File: config.mk
export PLATFORM = sky130hd
export DESIGN_NAME = fft_status_reg
export DESIGN_NICKNAME = d
export VERILOG_FILES = /design/src/rtl/fft_status_reg.sv
export SDC_FILE = /design/constraint.sdc
export NUM_CORES = 1
export LEC_CHECK = 0
export CAP_MARGIN = 20
export CORE_MARGIN = 2
export CORE_UTILIZATION = 27
export DETAILED_ROUTE_END_ITERATION = 6
export PLACE_DENSITY_LB_ADDON = 0.12
export SYNTH_ARGS = -nofsm -noshare
export SYNTH_HDL_FRONTEND = slang
export SYNTH_SLANG_ARGS = --single-unit
File: constraint.sdc
create_clock -name clk -period 4.2 [get_ports clk]
set_input_delay 0.84 -clock clk [delete_from_list [all_inputs] [get_ports clk]]
set_output_delay 0.84 -clock clk [all_outputs]
set_load 0.005 [all_outputs]
File: src/rtl/fft_status_reg.sv
// Purpose: per-channel FFT job tracker (IDLE/BUSY/DONE/TMO) with cycle counter, status read port and interrupt.
// Latency: state updates 1 cycle after an event; irq 1 cycle after DONE/TMO is entered; read data 1 cycle after rd_en.
// Backpressure: none; reads are always accepted and answered on the next cycle.
module fft_status_reg #(
    parameter int          NUM_CH      = 4,
    parameter int          CNT_W       = 16,
    parameter int unsigned TIMEOUT     = 16'hFFFF,
    parameter bit          CLR_ON_READ = 1'b1,
    localparam int         SEL_W       = (NUM_CH > 1) ? $clog2(NUM_CH) : 1
) (
    input  logic              clk,
    input  logic              rst,
    input  logic [NUM_CH-1:0] start,
    input  logic [NUM_CH-1:0] core_done,
    input  logic [NUM_CH-1:0] clr,
    input  logic [NUM_CH-1:0] irq_en,
    input  logic              rd_en,
    input  logic [SEL_W-1:0]  rd_sel,
    output logic [CNT_W+1:0]  rd_data,
    output logic              rd_valid,
    output logic [NUM_CH-1:0] busy,
    output logic [NUM_CH-1:0] done,
    output logic              irq
);

    typedef enum logic [1:0] {
        ST_IDLE = 2'd0,
        ST_BUSY = 2'd1,
        ST_DONE = 2'd2,
        ST_TMO  = 2'd3
    } ch_state_e;

    localparam logic [CNT_W-1:0] TMO_LIM = CNT_W'(TIMEOUT);

    ch_state_e        st_q  [NUM_CH];
    logic [CNT_W-1:0] cyc_q [NUM_CH];
    logic [NUM_CH-1:0] core_done_q;

    logic [NUM_CH-1:0] done_rise;
    logic [NUM_CH-1:0] rd_hit;
    logic [NUM_CH-1:0] ch_clr;
    logic [CNT_W+1:0]  rd_data_d;
    logic              irq_d;

    // Event decode: edge detect, read-select match, clear requests, read mux and irq term.
    always_comb begin
        done_rise = core_done & ~core_done_q;
        rd_hit    = '0;
        ch_clr    = clr;
        rd_data_d = '0;
        irq_d     = 1'b0;
        busy      = '0;
        done      = '0;
        for (int i = 0; i < NUM_CH; i++) begin
            rd_hit[i] = rd_en && (rd_sel == SEL_W'(i));
            // Only finished channels are consumed by a read; IDLE/BUSY reads are side-effect free.
            if (CLR_ON_READ && rd_hit[i] && (st_q[i] == ST_DONE || st_q[i] == ST_TMO))
                ch_clr[i] = 1'b1;
            if (rd_sel == SEL_W'(i))
                rd_data_d = {st_q[i], cyc_q[i]};
            if (irq_en[i] && (st_q[i] == ST_DONE || st_q[i] == ST_TMO))
                irq_d = 1'b1;
            busy[i] = (st_q[i] == ST_BUSY);
            done[i] = (st_q[i] == ST_DONE);
        end
    end

    // Per-channel job FSM and cycle counter; clear beats start, completion beats timeout.
    always_ff @(posedge clk) begin
        if (rst) begin
            core_done_q <= '0;
            for (int i = 0; i < NUM_CH; i++) begin
                st_q[i]  <= ST_IDLE;
                cyc_q[i] <= '0;
            end
        end else begin
            core_done_q <= core_done;
            for (int i = 0; i < NUM_CH; i++) begin
                if (ch_clr[i]) begin
                    st_q[i] <= ST_IDLE;
                end else begin
                    case (st_q[i])
                        ST_IDLE, ST_DONE, ST_TMO: begin
                            if (start[i]) begin
                                st_q[i]  <= ST_BUSY;
                                cyc_q[i] <= '0;
                            end
                        end
                        ST_BUSY: begin
                            if (done_rise[i]) begin
                                st_q[i] <= ST_DONE;
                            end else if (cyc_q[i] == TMO_LIM) begin
                                st_q[i] <= ST_TMO;
                            end else begin
                                cyc_q[i] <= cyc_q[i] + CNT_W'(1);
                            end
                        end
                        default: st_q[i] <= ST_IDLE;
                    endcase
                end
            end
        end
    end

    // Registered read response and interrupt; rd_data holds its last value between reads.
    always_ff @(posedge clk) begin
        if (rst) begin
            rd_valid <= 1'b0;
            rd_data  <= '0;
            irq      <= 1'b0;
        end else begin
            rd_valid <= rd_en;
            if (rd_en)
                rd_data <= rd_data_d;
            irq <= irq_d;
        end
    end

endmodule

**After elaboration in Yosys (flattened, before gate mapping)**

Memories as Yosys holds them, arrays and structs flattened.
Index checks and enable logic that the tools add are counted.

- Register bits after elaboration: 24
- Bits in writable memories: 72
- Input port bits: 21
- Output and inout bits: 28
- Memories kept: 2

Memories:

| name | depth | width | read ports | clocked after Yosys merged registers in | write ports | RTL line | RTL |
|---|---|---|---|---|---|---|---|
| cyc_q | 4 | 16 | 4 | 0 | 4 | 36 | `logic [CNT_W-1:0] cyc_q [NUM_CH];` |
| st_q | 4 | 2 | 4 | 0 | 4 | 35 | `ch_state_e st_q [NUM_CH];` |

- Add/subtract/negate cells: 4
- Eq/ne operators: 19
- Muxes and demuxes: 138
- Bitwise logic cells: 26
- Reductions and logical operators: 25

Operators by type and width:

| kind | number |
|---|---|
| $mux 16 | 8 |
| $mux 1 | 110 |
| $mux 18 | 4 |
| $add 16x1->16 const B | 4 |
| $eq 16x16->1 const B | 4 |
| $mux 2 | 16 |
| $or 1x1->1 | 24 |
| $eq 2x2->1 const B | 10 |
| $logic_and 1x1->1 | 12 |
| $reduce_or 3->1 | 4 |
| $eq 2x1->1 const B | 5 |
| $logic_not 2->1 | 5 |
| $and 4x4->4 | 1 |
| $logic_or 1x1->1 | 4 |
| $not 4->4 | 1 |

**Longest topological paths before layout**

Gate-level depths: netlist of the first run.

- Word-level depth: 11
- Gate-level depth with buffers: 7

**Worst setup path before layout of the first run**

No wires, ideal clock.

- Path kind: input to register
- From: in rd_en
- To: mem cyc_q[3][0] (enable)
- Setup time: 447 ps
- Arrival: 3107 ps
- Data required time: 3753 ps
- Setup slack: 646 ps
- Stages on the path: 3
- Buffers on the path: 1
- Cells stage by stage: clkbuf_1 and4_1 o311ai_0

RTL lines:

| item | RTL line | RTL |
|---|---|---|
| start: declaration | 17 | `input logic rd_en,` |
| end: declaration | 36 |  |

==> report_table.html, run 1 <==
<table>
<tr><th>Metric</th><th>Value</th></tr>
<tr><th colspan="2">Worst setup path</th></tr>
<tr><td>Buffers and inverters on the worst path</td><td>2</td></tr>
<tr><td>Critical Path AT</td><td>3120 ps</td></tr>
<tr><td>Critical path startpoint category</td><td>input pin</td></tr>
<tr><td>Launch instance of the worst register-to-register path</td><td>cyc_q[1][1]$_SDFFCE_PN0P_</td></tr>
<tr><td>Worst Path Max Fanout</td><td>14</td></tr>
<tr><td>Critical Path RT</td><td>4250 ps</td></tr>
<tr><td>Cell-by-cell listing of the critical path</td><td>clkdlybuf4s50_1 &gt; or4b_2 &gt; nor2b_1 &gt; o31ai_4 &gt; nand3_1 &gt; buf_4</td></tr>
<tr><td>Crit-path leading delay family</td><td>simple AND/OR/NAND/NOR gates</td></tr>
<tr><td>Endpoint class of the critical path</td><td>flip-flop</td></tr>
<tr><td>Start point of the critical path</td><td>rst</td></tr>
<tr><td>Category of the critical setup timing path</td><td>in2reg</td></tr>
<tr><td>Slowest library cell on the worst path</td><td>sky130_fd_sc_hd__or4b_2</td></tr>
<tr><td>Delay contributed by the slowest stage of the critical path</td><td>710 ps</td></tr>
<tr><th colspan="2">STA</th></tr>
<tr><td>Total of endpoints with negative setup slack in the final report</td><td>0</td></tr>
<tr><td>Final worst path period need</td><td>3060 ps</td></tr>
<tr><td>Final Hold Slack</td><td>496 ps</td></tr>
<tr><td>Pins over their slew limit</td><td>0</td></tr>
<tr><td>Setup repair after global routing missed its margin</td><td>no</td></tr>
<tr><td>Final worst clock skew</td><td>11.8 ps</td></tr>
<tr><td>Achievable Freq</td><td>327 MHz</td></tr>
<tr><td>Slew of the pin with the lowest slew margin</td><td>805 ps</td></tr>
<tr><td>Slew margin rel.</td><td>46.0%</td></tr>
<tr><td>Final number of hold-violating endpoints</td><td>0</td></tr>
<tr><td>Setup_tns</td><td>0 ps</td></tr>
<tr><td>Final worst-path cycle share</td><td>72.9%</td></tr>
<tr><th colspan="2">Clock tree</th></tr>
<tr><td>Number of gates resized after CTS</td><td>0</td></tr>
<tr><td>Clock latency on the worst-skew pair</td><td>360 ps</td></tr>
<tr><td># H-tree levels</td><td>3</td></tr>
<tr><td>Clock transition at the registers of the reported paths</td><td>70 ps</td></tr>
<tr><td>Buffer depth of the longest clock path</td><td>2</td></tr>
<tr><td>Number of clock sinks</td><td>96</td></tr>
<tr><td>CTS hold repair buffers</td><td>0</td></tr>
<tr><td>TritonCTS clock tree</td><td>yes</td></tr>
<tr><td>Post-CTS Setup Inserts</td><td>0</td></tr>
<tr><td>Clock buffer count from CTS</td><td>9</td></tr>
<tr><td>Clk Tree Root Cell</td><td>sky130_fd_sc_hd__clkbuf_16</td></tr>
<tr><th colspan="2">Drt</th></tr>
<tr><td>Residual antenna-violating net count after detailed routing</td><td>0</td></tr>
<tr><td>Number of DRC markers after the initial detailed-route iteration</td><td>296</td></tr>
<tr><td>DRT Pass-1 Iters</td><td>5</td></tr>
<tr><td>Routed wire length</td><td>14.5 mm</td></tr>
<tr><td>Wire per inst</td><td>18.2 um</td></tr>
<tr><td>DR vias</td><td>3840</td></tr>
<tr><td>Post-detailed-route via-to-cell ratio</td><td>4.84</td></tr>
<tr><td>DRC violations left</td><td>0</td></tr>
<tr><th colspan="2">GRT</th></tr>
<tr><td>All-layer global routing usage</td><td>14.9%</td></tr>
<tr><td>GRT overflow</td><td>0</td></tr>
<tr><td>Initial antenna violation count</td><td>0</td></tr>
<tr><td>Vias in the first global route</td><td>3831</td></tr>
<tr><td>Global-route wire length before repair</td><td>22.7 mm</td></tr>
<tr><td>Maximum number of pins on one net before global-route repair</td><td>23</td></tr>
<tr><th colspan="2">Die</th></tr>
<tr><td>Height of the chip</td><td>143 um</td></tr>
<tr><td>Core Box Area</td><td>18800 um2</td></tr>
<tr><td>Overall die area</td><td>20500 um2</td></tr>
<tr><td>Die X-Extent</td><td>143 um</td></tr>
<tr><td>Effective utilization at floorplan</td><td>27.8%</td></tr>
<tr><td>Number of ports placed on the die boundary</td><td>49</td></tr>
<tr><td>Cell row count</td><td>50</td></tr>
<tr><th colspan="2">Power</th></tr>
<tr><td>PwrDens</td><td>348 nW/um2</td></tr>
<tr><td>Net load switching power</td><td>0.582 mW</td></tr>
<tr><td>Total internal power</td><td>1.61 mW</td></tr>
<tr><td>Logic gate share of total power</td><td>11.2%</td></tr>
<tr><td>Relative contribution of sequential cells to total power</td><td>53.1%</td></tr>
<tr><td>Clock power share</td><td>35.6%</td></tr>
<tr><td>Switching Fraction</td><td>26.5%</td></tr>
<tr><td>Maximum resistive drop on vdd</td><td>0.000198 V</td></tr>
<tr><td>Reported leakage power</td><td>2.06 nW</td></tr>
<tr><th colspan="2">Run</th></tr>
<tr><td>Max-cap check violation count</td><td>0</td></tr>
<tr><th colspan="2">Place</th></tr>
<tr><td>Port Buffers</td><td>48</td></tr>
<tr><td>HPWL reported at the end of detailed placement</td><td>10.9 mm</td></tr>
<tr><td>Area after detailed placement</td><td>6050 um2</td></tr>
<tr><td>Weighted congestion reported at the end of routability-driven placement</td><td>0.767</td></tr>
<tr><th colspan="2">Layout</th></tr>
<tr><td>Multi-input combinational cell area</td><td>2460 um2</td></tr>
<tr><td>Filler cell count</td><td>1932</td></tr>
<tr><td>Final Cell Area</td><td>6320 um2</td></tr>
<tr><td>Layout-stage area growth over the synthesis result</td><td>20.7%</td></tr>
<tr><td>Number of nets in the layout</td><td>554</td></tr>
<tr><td>Final antenna diode count</td><td>0</td></tr>
<tr><td>Most common cell after layout, fill and taps aside</td><td>sky130_fd_sc_hd__nor2_1</td></tr>
<tr><td>Combined flip-flop and latch cell area</td><td>2640 um2</td></tr>
<tr><td>Final Core Density</td><td>33.5%</td></tr>
<tr><td>Most frequent cells in the layout</td><td>sky130_fd_sc_hd__nor2_1, sky130_fd_sc_hd__edfxtp_1, sky130_fd_sc_hd__clkdlybuf4s50_1</td></tr>
<tr><td>Fraction of final layout cells with drive strength greater than 1</td><td>10.3%</td></tr>
<tr><th colspan="2">Logic synthesis</th></tr>
<tr><td>Synthesized-area fraction occupied by ao, oa, aoi and oai cells</td><td>3.85%</td></tr>
<tr><td>Portion of the post-synthesis area used by sequential elements</td><td>50.5%</td></tr>
<tr><td>Largest cells by area after synthesis</td><td>sky130_fd_sc_hd__edfxtp_1, sky130_fd_sc_hd__dfxtp_1, sky130_fd_sc_hd__mux4_2, sky130_fd_sc_hd__nor2_1, sky130_fd_sc_hd__xnor2_1</td></tr>
<tr><td>Synth unique cells</td><td>47</td></tr>
<tr><td>Mux cell area share after synthesis</td><td>11.2%</td></tr>
<tr><td>Count of yosys warnings during synthesis</td><td>0</td></tr>
<tr><td>Area of the mapped netlist</td><td>5230 um2</td></tr>
<tr><td>Xor/xnor cell area share of the yosys netlist</td><td>8.54%</td></tr>
<tr><td>Synthesized-area fraction occupied by adder cells</td><td>0.957%</td></tr>
<tr><td>Leading area contributor after synthesis</td><td>sky130_fd_sc_hd__edfxtp_1</td></tr>
<tr><td>Post-Syn Nets</td><td>501</td></tr>
<tr><td>Simple-Gate Fraction of Synth Area</td><td>22.3%</td></tr>
<tr><td>Flop and latch count out of synthesis</td><td>96</td></tr>
<tr><td>Cells after synthesis</td><td>476</td></tr>
<tr><td>Top cell type's share of synthesized area</td><td>41.3%</td></tr>
<tr><td>Largest family of logic cells by synthesized area</td><td>simple AND/OR/NAND/NOR gates</td></tr>
<tr><td>Average cell area after synthesis</td><td>11.0 um2</td></tr>
<tr><th colspan="2">Min path</th></tr>
<tr><td>Worst hold path class</td><td>reg2reg</td></tr>
<tr><td>Startpoint of the worst hold path</td><td>rd_data[7]$_SDFFE_PP0P_</td></tr>
<tr><th colspan="2">Run status</th></tr>
<tr><td>Status</td><td>finished, final reports clean</td></tr>
</table>
cell families after synthesis:
family | count (synthesis)
xor+xnor | 51
simple gates | 228
buf+inv | 32
compound gates | 29
mux | 36
fa+ha+maj | 4
flops | 96
path summary, 6_finish.rpt:
path	endpoint	slack (ps)	cells after the start
min	rd_data[7]$_SDFFE_PP0P_	500	2
max	cyc_q[1][2]$_SDFFCE_PN0P_	1140	6
min reg2reg	rd_data[7]$_SDFFE_PP0P_	500	2
max reg2reg	cyc_q[1][2]$_SDFFCE_PN0P_	1180	6
tightest hold or removal path, delay by kind of cell (launching register included):
kind	cells	cell delay, ps
flip-flops	1	330
multiplexers	1	70
AND/OR/NAND/NOR	1	70
registers in the layout, indices dropped and copies added, names as in the netlist:
register,flops
core_done_q,4
cyc_q,64
irq,1
rd_data,18
rd_valid,1
st_q,8
synth_stat cells (all sizes together):
cell type,count
a211oi,1
a21boi,1
a21oi,8
a22oi,2
a31o,2
a31oi,1
and2,1
and3,7
and4,4
buf,11
clkbuf,7
dfxtp,24
edfxtp,72
ha,4
inv,14
mux2i,18
mux4,18
nand2,18
nand2b,8
nand3,36
nand4,20
nand4b,2
nor2,84
nor2b,12
nor3,9
nor4,12
nor4bb,1
o21a,2
o21ai,7
o22ai,1
o311ai,1
o31a,1
o31ai,2
or2,1
or3,10
or4,2
or4b,1
xnor2,30
xor2,21
stage by stage:
| stage | total power [mW] | worst slack [ps] | instances |
|---|---|---|---|
| after floorplan | 1.30 | 646 | 476 |
| after global placement | 1.44 | 805 | 777 |
| after detailed placement | 1.44 | 695 | 778 |
| after CTS | 2.22 | 1070 | 794 |
| after global routing | 2.28 | 939 | 794 |
| final | 2.20 | 1140 | 794 |
power groups by stage:
stage / Clock, mW / Sequential [mW] / Combinational (mW)
2_1_floorplan: 0 / 1.15 / 0.147
3_3_place_gp: 0 / 1.19 / 0.248
3_5_place_dp: 0 / 1.19 / 0.249
4_1_cts: 0.804 / 1.17 / 0.251
5_1_grt: 0.831 / 1.18 / 0.270
6_report: 0.783 / 1.17 / 0.246
routing by layer:
| layer | part of all wire, % | global-route usage, % | vias up |
|---|---|---|---|
| met5 | 0 | 0 | - |
| met4 | 2.2 | 6.25 | 0 |
| met3 | 3.9 | 2.15 | 18 |
| met2 | 47 | 23.4 | 78 |
| met1 | 47 | 20.4 | 1880 |
| li1 | - | - | 1864 |
layout make-up:
type	instances	share of cell area, %
clock inverters	6	0.594
flip-flops and latches	96	41.8
well taps	260	5.15
clock buffers	10	3.63
multi-input cells	348	38.9
inverters	14	0.832
repair buffers	60	9.03
(Power assumes the default switching activity.)
==> run 2, diff against run 1 <==
==> constraint.sdc (replaced) <==
create_clock -name clk -period 2.7 [get_ports clk]
set_input_delay 0.54 -clock clk [delete_from_list [all_inputs] [get_ports clk]]
set_output_delay 0.54 -clock clk [all_outputs]
set_load 0.005 [all_outputs]
==> run 2 against run 1 <==
Largest cell class unchanged; combinational power up 72%; non-clock buffer count up 15; total power up 56%; sequential share of layout area down 1.2 points; via count up 0.26%; setup slack worse by 790 ps.
==> report_table.html, run 2 (synthesized netlist as in run 1, its figures left out) <==
<table>
<tr><th>Metric</th><th>Value</th></tr>
<tr><th colspan="2">Run status</th></tr>
<tr><td>Status</td><td>finished, final reports clean</td></tr>
<tr><th colspan="2">Drt</th></tr>
<tr><td>DRT Pass-1 Iters</td><td>4 (-1)</td></tr>
<tr><td>Routed wire length</td><td>14.5 mm (+0.13%)</td></tr>
<tr><td>Wire per inst</td><td>17.9 um (-1.7%)</td></tr>
<tr><td>Residual antenna-violating net count after detailed routing</td><td>0 (unchanged)</td></tr>
<tr><td>DRC violations left</td><td>0 (unchanged)</td></tr>
<tr><td>Number of DRC markers after the initial detailed-route iteration</td><td>259 (-13%)</td></tr>
<tr><td>Post-detailed-route via-to-cell ratio</td><td>4.76 (-1.6%)</td></tr>
<tr><td>DR vias</td><td>3850 (+0.26%)</td></tr>
<tr><th colspan="2">Clock tree</th></tr>
<tr><td>TritonCTS clock tree</td><td>yes</td></tr>
<tr><td>Clk Tree Root Cell</td><td>sky130_fd_sc_hd__clkbuf_16</td></tr>
<tr><td>Clock latency on the worst-skew pair</td><td>360 ps (about the same)</td></tr>
<tr><td>CTS hold repair buffers</td><td>0 (unchanged)</td></tr>
<tr><td>Number of clock sinks</td><td>96 (unchanged)</td></tr>
<tr><td>Post-CTS Setup Inserts</td><td>0 (unchanged)</td></tr>
<tr><td>Clock transition at the registers of the reported paths</td><td>70 ps (about the same)</td></tr>
<tr><td># H-tree levels</td><td>3 (unchanged)</td></tr>
<tr><td>Number of gates resized after CTS</td><td>0 (unchanged)</td></tr>
<tr><td>Buffer depth of the longest clock path</td><td>2 (unchanged)</td></tr>
<tr><td>Clock buffer count from CTS</td><td>9 (unchanged)</td></tr>
<tr><th colspan="2">Worst setup path</th></tr>
<tr><td>Cell-by-cell listing of the critical path</td><td>clkdlybuf4s50_1 &gt; or4b_2 &gt; nor2b_1 &gt; o31ai_4 &gt; nand3_1 &gt; buf_12</td></tr>
<tr><td>Critical path startpoint category</td><td>input pin</td></tr>
<tr><td>Slowest library cell on the worst path</td><td>sky130_fd_sc_hd__or4b_2</td></tr>
<tr><td>Endpoint class of the critical path</td><td>flip-flop</td></tr>
<tr><td>Critical Path AT</td><td>2420 ps (-700 ps)</td></tr>
<tr><td>Worst Path Max Fanout</td><td>12 (-2)</td></tr>
<tr><td>Category of the critical setup timing path</td><td>in2reg</td></tr>
<tr><td>Delay contributed by the slowest stage of the critical path</td><td>690 ps (-20 ps)</td></tr>
<tr><td>Critical Path RT</td><td>2770 ps (-1480 ps)</td></tr>
<tr><th colspan="2">Run</th></tr>
<tr><td>Max-cap check violation count</td><td>0 (unchanged)</td></tr>
<tr><th colspan="2">Die</th></tr>
<tr><td>Cell row count</td><td>50 (unchanged)</td></tr>
<tr><td>Die X-Extent</td><td>143 um (unchanged)</td></tr>
<tr><td>Height of the chip</td><td>143 um (unchanged)</td></tr>
<tr><td>Effective utilization at floorplan</td><td>27.8% (unchanged)</td></tr>
<tr><td>Overall die area</td><td>20500 um2 (unchanged)</td></tr>
<tr><td>Core Box Area</td><td>18800 um2 (unchanged)</td></tr>
<tr><td>Number of ports placed on the die boundary</td><td>49 (unchanged)</td></tr>
<tr><th colspan="2">Power</th></tr>
<tr><td>Reported leakage power</td><td>2.15 nW (+4.4%)</td></tr>
<tr><td>PwrDens</td><td>528 nW/um2 (+52%)</td></tr>
<tr><td>Maximum resistive drop on vdd</td><td>0.000293 V (+48%)</td></tr>
<tr><th colspan="2">Place</th></tr>
<tr><td>HPWL reported at the end of detailed placement</td><td>11.1 mm (+1.9%)</td></tr>
<tr><td>Port Buffers</td><td>48 (unchanged)</td></tr>
<tr><td>Placed Cells</td><td>793 (+1.9%)</td></tr>
<tr><td>Weighted congestion reported at the end of routability-driven placement</td><td>0.782 (+2.0%)</td></tr>
<tr><th colspan="2">STA</th></tr>
<tr><td>Final number of hold-violating endpoints</td><td>0 (unchanged)</td></tr>
<tr><td>Pins over their slew limit</td><td>0 (unchanged)</td></tr>
<tr><td>Final worst-path cycle share</td><td>87.2%</td></tr>
<tr><td>Achievable Freq</td><td>425 MHz</td></tr>
<tr><td>Final worst path period need</td><td>2360 ps</td></tr>
<tr><td>Slew margin rel.</td><td>69.1% (+23 points)</td></tr>
<tr><td>Final worst clock skew</td><td>8.63 ps (-3.12 ps)</td></tr>
<tr><td>Slew of the pin with the lowest slew margin</td><td>463 ps (-342 ps)</td></tr>
<tr><td>Final Hold Slack</td><td>499 ps (+2.99 ps)</td></tr>
<tr><td>Total of endpoints with negative setup slack in the final report</td><td>0 (unchanged)</td></tr>
<tr><td>Setup repair after global routing missed its margin</td><td>no</td></tr>
<tr><th colspan="2">Layout</th></tr>
<tr><td>Largest register FFs</td><td>64 (unchanged)</td></tr>
<tr><td>Most frequent cells in the layout</td><td>sky130_fd_sc_hd__nor2_1, sky130_fd_sc_hd__edfxtp_1, sky130_fd_sc_hd__clkdlybuf4s50_1</td></tr>
<tr><td>Layout-stage area growth over the synthesis result</td><td>24.3%</td></tr>
<tr><td>Final antenna diode count</td><td>0 (unchanged)</td></tr>
<tr><td>Most common cell after layout, fill and taps aside</td><td>sky130_fd_sc_hd__nor2_1</td></tr>
<tr><td>Final Non-Filler Cells</td><td>809 (+1.9%)</td></tr>
<tr><td>Fraction of final layout cells with drive strength greater than 1</td><td>12.8% (+2.5 points)</td></tr>
<tr><td>Register with the most flip-flops</td><td>cyc_q</td></tr>
<tr><td>Largest registers in the final layout</td><td>cyc_q (64), rd_data (18), st_q (8)</td></tr>
<tr><td>Number of nets in the layout</td><td>569 (+2.7%)</td></tr>
<tr><td>Filler cell count</td><td>1865 (-3.5%)</td></tr>
<tr><th colspan="2">GRT</th></tr>
<tr><td>Maximum number of pins on one net before global-route repair</td><td>23 (unchanged)</td></tr>
<tr><td>All-layer global routing usage</td><td>14.9% (+0.079 points)</td></tr>
<tr><td>Vias in the first global route</td><td>3911 (+2.1%)</td></tr>
<tr><td>Initial antenna violation count</td><td>0 (unchanged)</td></tr>
<tr><td>GRT overflow</td><td>0 (unchanged)</td></tr>
<tr><td>Global-route wire length before repair</td><td>22.4 mm (-1.0%)</td></tr>
<tr><th colspan="2">Min path</th></tr>
<tr><td>Worst hold path class</td><td>reg2reg</td></tr>
</table>
==> run 2: cell types whose count changed in the layout (fill, tap and decap cells not counted), sizes merged <==
cell,delta
buf,+15
clkbuf,+1
clkinv,-3
clkinvlp,+2
==> run 2: final timing paths <==
kind | startpoint | to | slack, ps | depth (start not counted)
min reg2reg | rd_data[16]$_SDFFE_PP0P_ | rd_data[16]$_SDFFE_PP0P_ | 500 | 2
max | rst | cyc_q[1][13]$_SDFFCE_PN0P_ | 340 | 6
max reg2reg | cyc_q[1][1]$_SDFFCE_PN0P_ | st_q[1][0]$_SDFFCE_PN0P_ | 340 | 6
min | rd_data[16]$_SDFFE_PP0P_ | rd_data[16]$_SDFFE_PP0P_ | 500 | 2
==> run 2: power by group <==
group	internal [mW]	leakage (nW)	switching (mW)
Sequential	1.68	0.964	0.119
Clock	0.624	0.118	0.582
Combinational	0.231	1.07	0.192
==> run 2: final cells by class <==
type	instances	area [um2]	share of cell area (%)
multi-input cells	348	2460	37.8
well taps	260	325	5.00
clock inverters	5	35.0	0.539
flip-flops and latches	96	2640	40.6
inverters	14	52.6	0.808
repair buffers	75	758	11.7
clock buffers	11	233	3.58
==> run 2: metrics by stage <==
step                      TNS, ps  util [%]  total power, mW  setup slack [ps]  cell area, um2
final                           0      34.5             3.43               344            6500
after CTS                       0      34.5             3.50               333            6500
after floorplan                 0         -             2.02               127            5230
after global placement       -468      33.1             2.26             -29.7            6240
after detailed placement     -344      33.1             2.27             -24.0            6240
after global routing            0      34.5             3.59               198            6500
==> run 2: worst max-delay path, delay by kind of cell <==
family	cells	cell delay (ps)
simple gates	3	1100
buf+inv	2	660
compound gates	1	110
==> run 2: routing by layer <==
metal	global-route usage (%)	share of wire (%)
met2	24.1	48
met3	2.88	4.3
met1	20.0	46
met4	5.16	1.7
met5	0	0
==> run 3, diff against run 2 <==
--- a/config.mk
+++ b/config.mk
@@ -9,7 +9,7 @@
 export CORE_MARGIN = 2
 export CORE_UTILIZATION = 27
 export DETAILED_ROUTE_END_ITERATION = 6
-export PLACE_DENSITY_LB_ADDON = 0.12
+export PLACE_DENSITY = 0.43
 export SYNTH_ARGS = -nofsm -noshare
 export SYNTH_HDL_FRONTEND = slang
 export SYNTH_SLANG_ARGS = --single-unit
==> run 3 against run 2 <==
Maximum frequency is 3.3% lower; utilization hardly changed; critical endpoint is now st_q[1][0]$_SDFFCE_PN0P_; design area is essentially flat.
==> report_table.html, run 3 (synthesized netlist as in run 1, its figures left out) <==
<table>
<tr><th>Metric</th><th>Value</th></tr>
<tr><th colspan="2">Run status</th></tr>
<tr><td>Status</td><td>finished, final reports clean</td></tr>
<tr><th colspan="2">GRT</th></tr>
<tr><td>Maximum number of pins on one net before global-route repair</td><td>23 (unchanged)</td></tr>
<tr><td>Initial antenna violation count</td><td>0 (unchanged)</td></tr>
<tr><td>GRT overflow</td><td>0 (unchanged)</td></tr>
<tr><td>Global-route wire length before repair</td><td>22.6 mm (+0.62%)</td></tr>
<tr><td>Vias in the first global route</td><td>3853 (-1.5%)</td></tr>
<tr><td>All-layer global routing usage</td><td>14.9% (-0.020 points)</td></tr>
<tr><th colspan="2">Clock tree</th></tr>
<tr><td>Clk Tree Root Cell</td><td>sky130_fd_sc_hd__clkbuf_16</td></tr>
<tr><td>Number of clock sinks</td><td>96 (unchanged)</td></tr>
<tr><td># H-tree levels</td><td>3 (unchanged)</td></tr>
<tr><td>Buffer depth of the longest clock path</td><td>2 (unchanged)</td></tr>
<tr><td>Clock buffer count from CTS</td><td>9 (unchanged)</td></tr>
<tr><td>TritonCTS clock tree</td><td>yes</td></tr>
<tr><td>Number of gates resized after CTS</td><td>0 (unchanged)</td></tr>
<tr><td>CTS hold repair buffers</td><td>0 (unchanged)</td></tr>
<tr><td>Clock transition at the registers of the reported paths</td><td>60 ps (about the same)</td></tr>
<tr><td>Post-CTS Setup Inserts</td><td>0 (unchanged)</td></tr>
<tr><td>Clock latency on the worst-skew pair</td><td>350 ps (about the same)</td></tr>
<tr><th colspan="2">Place</th></tr>
<tr><td>Weighted congestion reported at the end of routability-driven placement</td><td>0.773 (-1.1%)</td></tr>
<tr><td>Port Buffers</td><td>48 (unchanged)</td></tr>
<tr><td>HPWL reported at the end of detailed placement</td><td>10.9 mm (-1.3%)</td></tr>
<tr><td>Placed Cells</td><td>791 (-0.25%)</td></tr>
<tr><th colspan="2">Worst setup path</th></tr>
<tr><td>Critical Path RT</td><td>2760 ps (about the same)</td></tr>
<tr><td>Critical path startpoint category</td><td>flip-flop</td></tr>
<tr><td>Start point of the critical path</td><td>cyc_q[1][0]$_SDFFCE_PN0P_</td></tr>
<tr><td>Cells on worst reg2reg path</td><td>6 (unchanged)</td></tr>
<tr><td>Category of the critical setup timing path</td><td>reg2reg</td></tr>
<tr><td>Worst Path Max Fanout</td><td>13 (+1)</td></tr>
<tr><td>R2r setup slk</td><td>260 ps (-80 ps)</td></tr>
<tr><td>Critical Path AT</td><td>2500 ps (+80 ps)</td></tr>
<tr><td>Worst setup path end</td><td>st_q[1][0]$_SDFFCE_PN0P_</td></tr>
<tr><td>Endpoint class of the critical path</td><td>flip-flop</td></tr>
<tr><td>End of the worst register-to-register path</td><td>st_q[1][0]$_SDFFCE_PN0P_</td></tr>
<tr><td>Launch instance of the worst register-to-register path</td><td>cyc_q[1][0]$_SDFFCE_PN0P_</td></tr>
<tr><th colspan="2">Drt</th></tr>
<tr><td>DRC violations left</td><td>0 (unchanged)</td></tr>
<tr><td>Post-detailed-route via-to-cell ratio</td><td>4.81 (+1.2%)</td></tr>
<tr><td>DR vias</td><td>3885 (+0.91%)</td></tr>
<tr><td>Routed wire length</td><td>14.6 mm (+1.1%)</td></tr>
<tr><td>DRT Pass-1 Iters</td><td>5 (+1)</td></tr>
<tr><td>Residual antenna-violating net count after detailed routing</td><td>0 (unchanged)</td></tr>
<tr><td>Number of DRC markers after the initial detailed-route iteration</td><td>354 (+37%)</td></tr>
<tr><td>Wire per inst</td><td>18.1 um (+1.4%)</td></tr>
<tr><th colspan="2">Layout</th></tr>
<tr><td>Most common cell after layout, fill and taps aside</td><td>sky130_fd_sc_hd__nor2_1</td></tr>
<tr><td>Final antenna diode count</td><td>0 (unchanged)</td></tr>
<tr><td>Filler cell count</td><td>1883 (+0.97%)</td></tr>
<tr><td>Fraction of final layout cells with drive strength greater than 1</td><td>12.1% (-0.68 points)</td></tr>
<tr><td>Register with the most flip-flops</td><td>cyc_q</td></tr>
<tr><td>Final Non-Filler Cells</td><td>807 (-0.25%)</td></tr>
<tr><td>Largest register FFs</td><td>64 (unchanged)</td></tr>
<tr><td>Largest registers in the final layout</td><td>cyc_q (64), rd_data (18), st_q (8)</td></tr>
<tr><td>Combined flip-flop and latch cell area</td><td>2640 um2 (unchanged)</td></tr>
<tr><td>Most frequent cells in the layout</td><td>sky130_fd_sc_hd__nor2_1, sky130_fd_sc_hd__edfxtp_1, sky130_fd_sc_hd__clkdlybuf4s50_1</td></tr>
<tr><td>Final Core Density</td><td>34.5% (about the same)</td></tr>
<tr><td>Layout-stage area growth over the synthesis result</td><td>24.3% (about the same)</td></tr>
<tr><td>Number of nets in the layout</td><td>567 (-0.35%)</td></tr>
<tr><td>Multi-input combinational cell area</td><td>2460 um2 (unchanged)</td></tr>
<tr><th colspan="2">STA</th></tr>
<tr><td>Achievable Freq</td><td>410 MHz (-3.3%)</td></tr>
<tr><td>Pins over their slew limit</td><td>0 (unchanged)</td></tr>
<tr><td>Final number of hold-violating endpoints</td><td>0 (unchanged)</td></tr>
<tr><td>Final worst-path cycle share</td><td>90.3% (+3.0 points)</td></tr>
<tr><td>Final worst clock skew</td><td>7.69 ps (-0.943 ps)</td></tr>
<tr><td>Setup repair after global routing missed its margin</td><td>no</td></tr>
<tr><td>Final worst path period need</td><td>2440 ps (+81.6 ps)</td></tr>
<tr><td>Slew of the pin with the lowest slew margin</td><td>444 ps (-18.5 ps)</td></tr>
<tr><td>Total of endpoints with negative setup slack in the final report</td><td>0 (unchanged)</td></tr>
<tr><td>Slew margin rel.</td><td>70.1% (+1.0 points)</td></tr>
<tr><th colspan="2">Power</th></tr>
<tr><td>Reported leakage power</td><td>2.16 nW (+0.54%)</td></tr>
<tr><td>PwrDens</td><td>537 nW/um2 (+1.8%)</td></tr>
<tr><td>Maximum resistive drop on vdd</td><td>0.000297 V (+1.4%)</td></tr>
<tr><th colspan="2">Die</th></tr>
<tr><td>Overall die area</td><td>20500 um2 (unchanged)</td></tr>
<tr><td>Core Box Area</td><td>18800 um2 (unchanged)</td></tr>
<tr><td>Number of ports placed on the die boundary</td><td>49 (unchanged)</td></tr>
<tr><td>Die X-Extent</td><td>143 um (unchanged)</td></tr>
<tr><td>Effective utilization at floorplan</td><td>27.8% (unchanged)</td></tr>
<tr><td>Cell row count</td><td>50 (unchanged)</td></tr>
<tr><td>Height of the chip</td><td>143 um (unchanged)</td></tr>
<tr><th colspan="2">Run</th></tr>
<tr><td>Max-cap check violation count</td><td>0 (unchanged)</td></tr>
<tr><th colspan="2">Min path</th></tr>
<tr><td>Worst hold path class</td><td>reg2reg</td></tr>
</table>
run 3: cell types whose count changed in the layout (fill, tap and decap cells not counted):
cell                         before  now
sky130_fd_sc_hd__clkinvlp_4       4    0
sky130_fd_sc_hd__buf_4           21   19
sky130_fd_sc_hd__clkinv_1         0    2
sky130_fd_sc_hd__bufinv_16        0    1
sky130_fd_sc_hd__clkinv_2         1    2
run 3: where the power goes:
part           total [mW]  internal (mW)  switching [mW]
clock                1.27          0.710           0.558
sequential           1.80           1.68           0.120
combinational       0.423          0.229           0.194
run 3: stage by stage:
stage	setup TNS [ps]	hold slack (ps)	cell area (um2)	setup slack, ps	power, mW
finish	0	494	6500	263	3.49
global route	0	527	6500	131	3.65
CTS	0	501	6500	237	3.55
detailed placement	-798	484	6220	-47.9	2.27
global placement	-13.5	474	6220	-1.28	2.26
floorplan	0	485	5230	127	2.02
run 3: how the worst min path moves through the flow:
stage	to	cells after the start	start
2_1_floorplan	rd_data[0]$_SDFFE_PP0P_	2	rd_data[0]$_SDFFE_PP0P_
3_3_place_gp	rd_data[10]$_SDFFE_PP0P_	2	rd_data[10]$_SDFFE_PP0P_
3_5_place_dp	rd_data[14]$_SDFFE_PP0P_	2	rd_data[14]$_SDFFE_PP0P_
4_1_cts	rd_data[1]$_SDFFE_PP0P_	2	rd_data[1]$_SDFFE_PP0P_
5_1_grt	rd_data[2]$_SDFFE_PP0P_	2	rd_data[2]$_SDFFE_PP0P_
6_report	rd_data[2]$_SDFFE_PP0P_	2	rd_data[2]$_SDFFE_PP0P_
run 3: cell type report:
type / count / area share (%)
sequential: 96 / 40.6
clock buffer: 11 / 3.58
multi-input combinational: 348 / 37.8
timing repair buffer: 73 / 11.4
tap: 260 / 5.00
inverter: 14 / 0.808
clock inverter: 5 / 0.731
run 3: worst max-delay path, cell delays in order (launching register included):
cell,delay [ps]
sky130_fd_sc_hd__edfxtp_1,430
sky130_fd_sc_hd__ha_1,280
sky130_fd_sc_hd__nand2_1,170
sky130_fd_sc_hd__or4_4,600
sky130_fd_sc_hd__o31ai_4,250
sky130_fd_sc_hd__buf_4,230
sky130_fd_sc_hd__o21a_1,180
run 3: metal layers:
layer,global-route usage (%),up-vias,wire length (um)
met4,4.74,0,206
met3,2.82,12,725
li1,-,1878,-
met2,23.9,95,6880
met1,20.3,1900,6830
met5,0,-,0
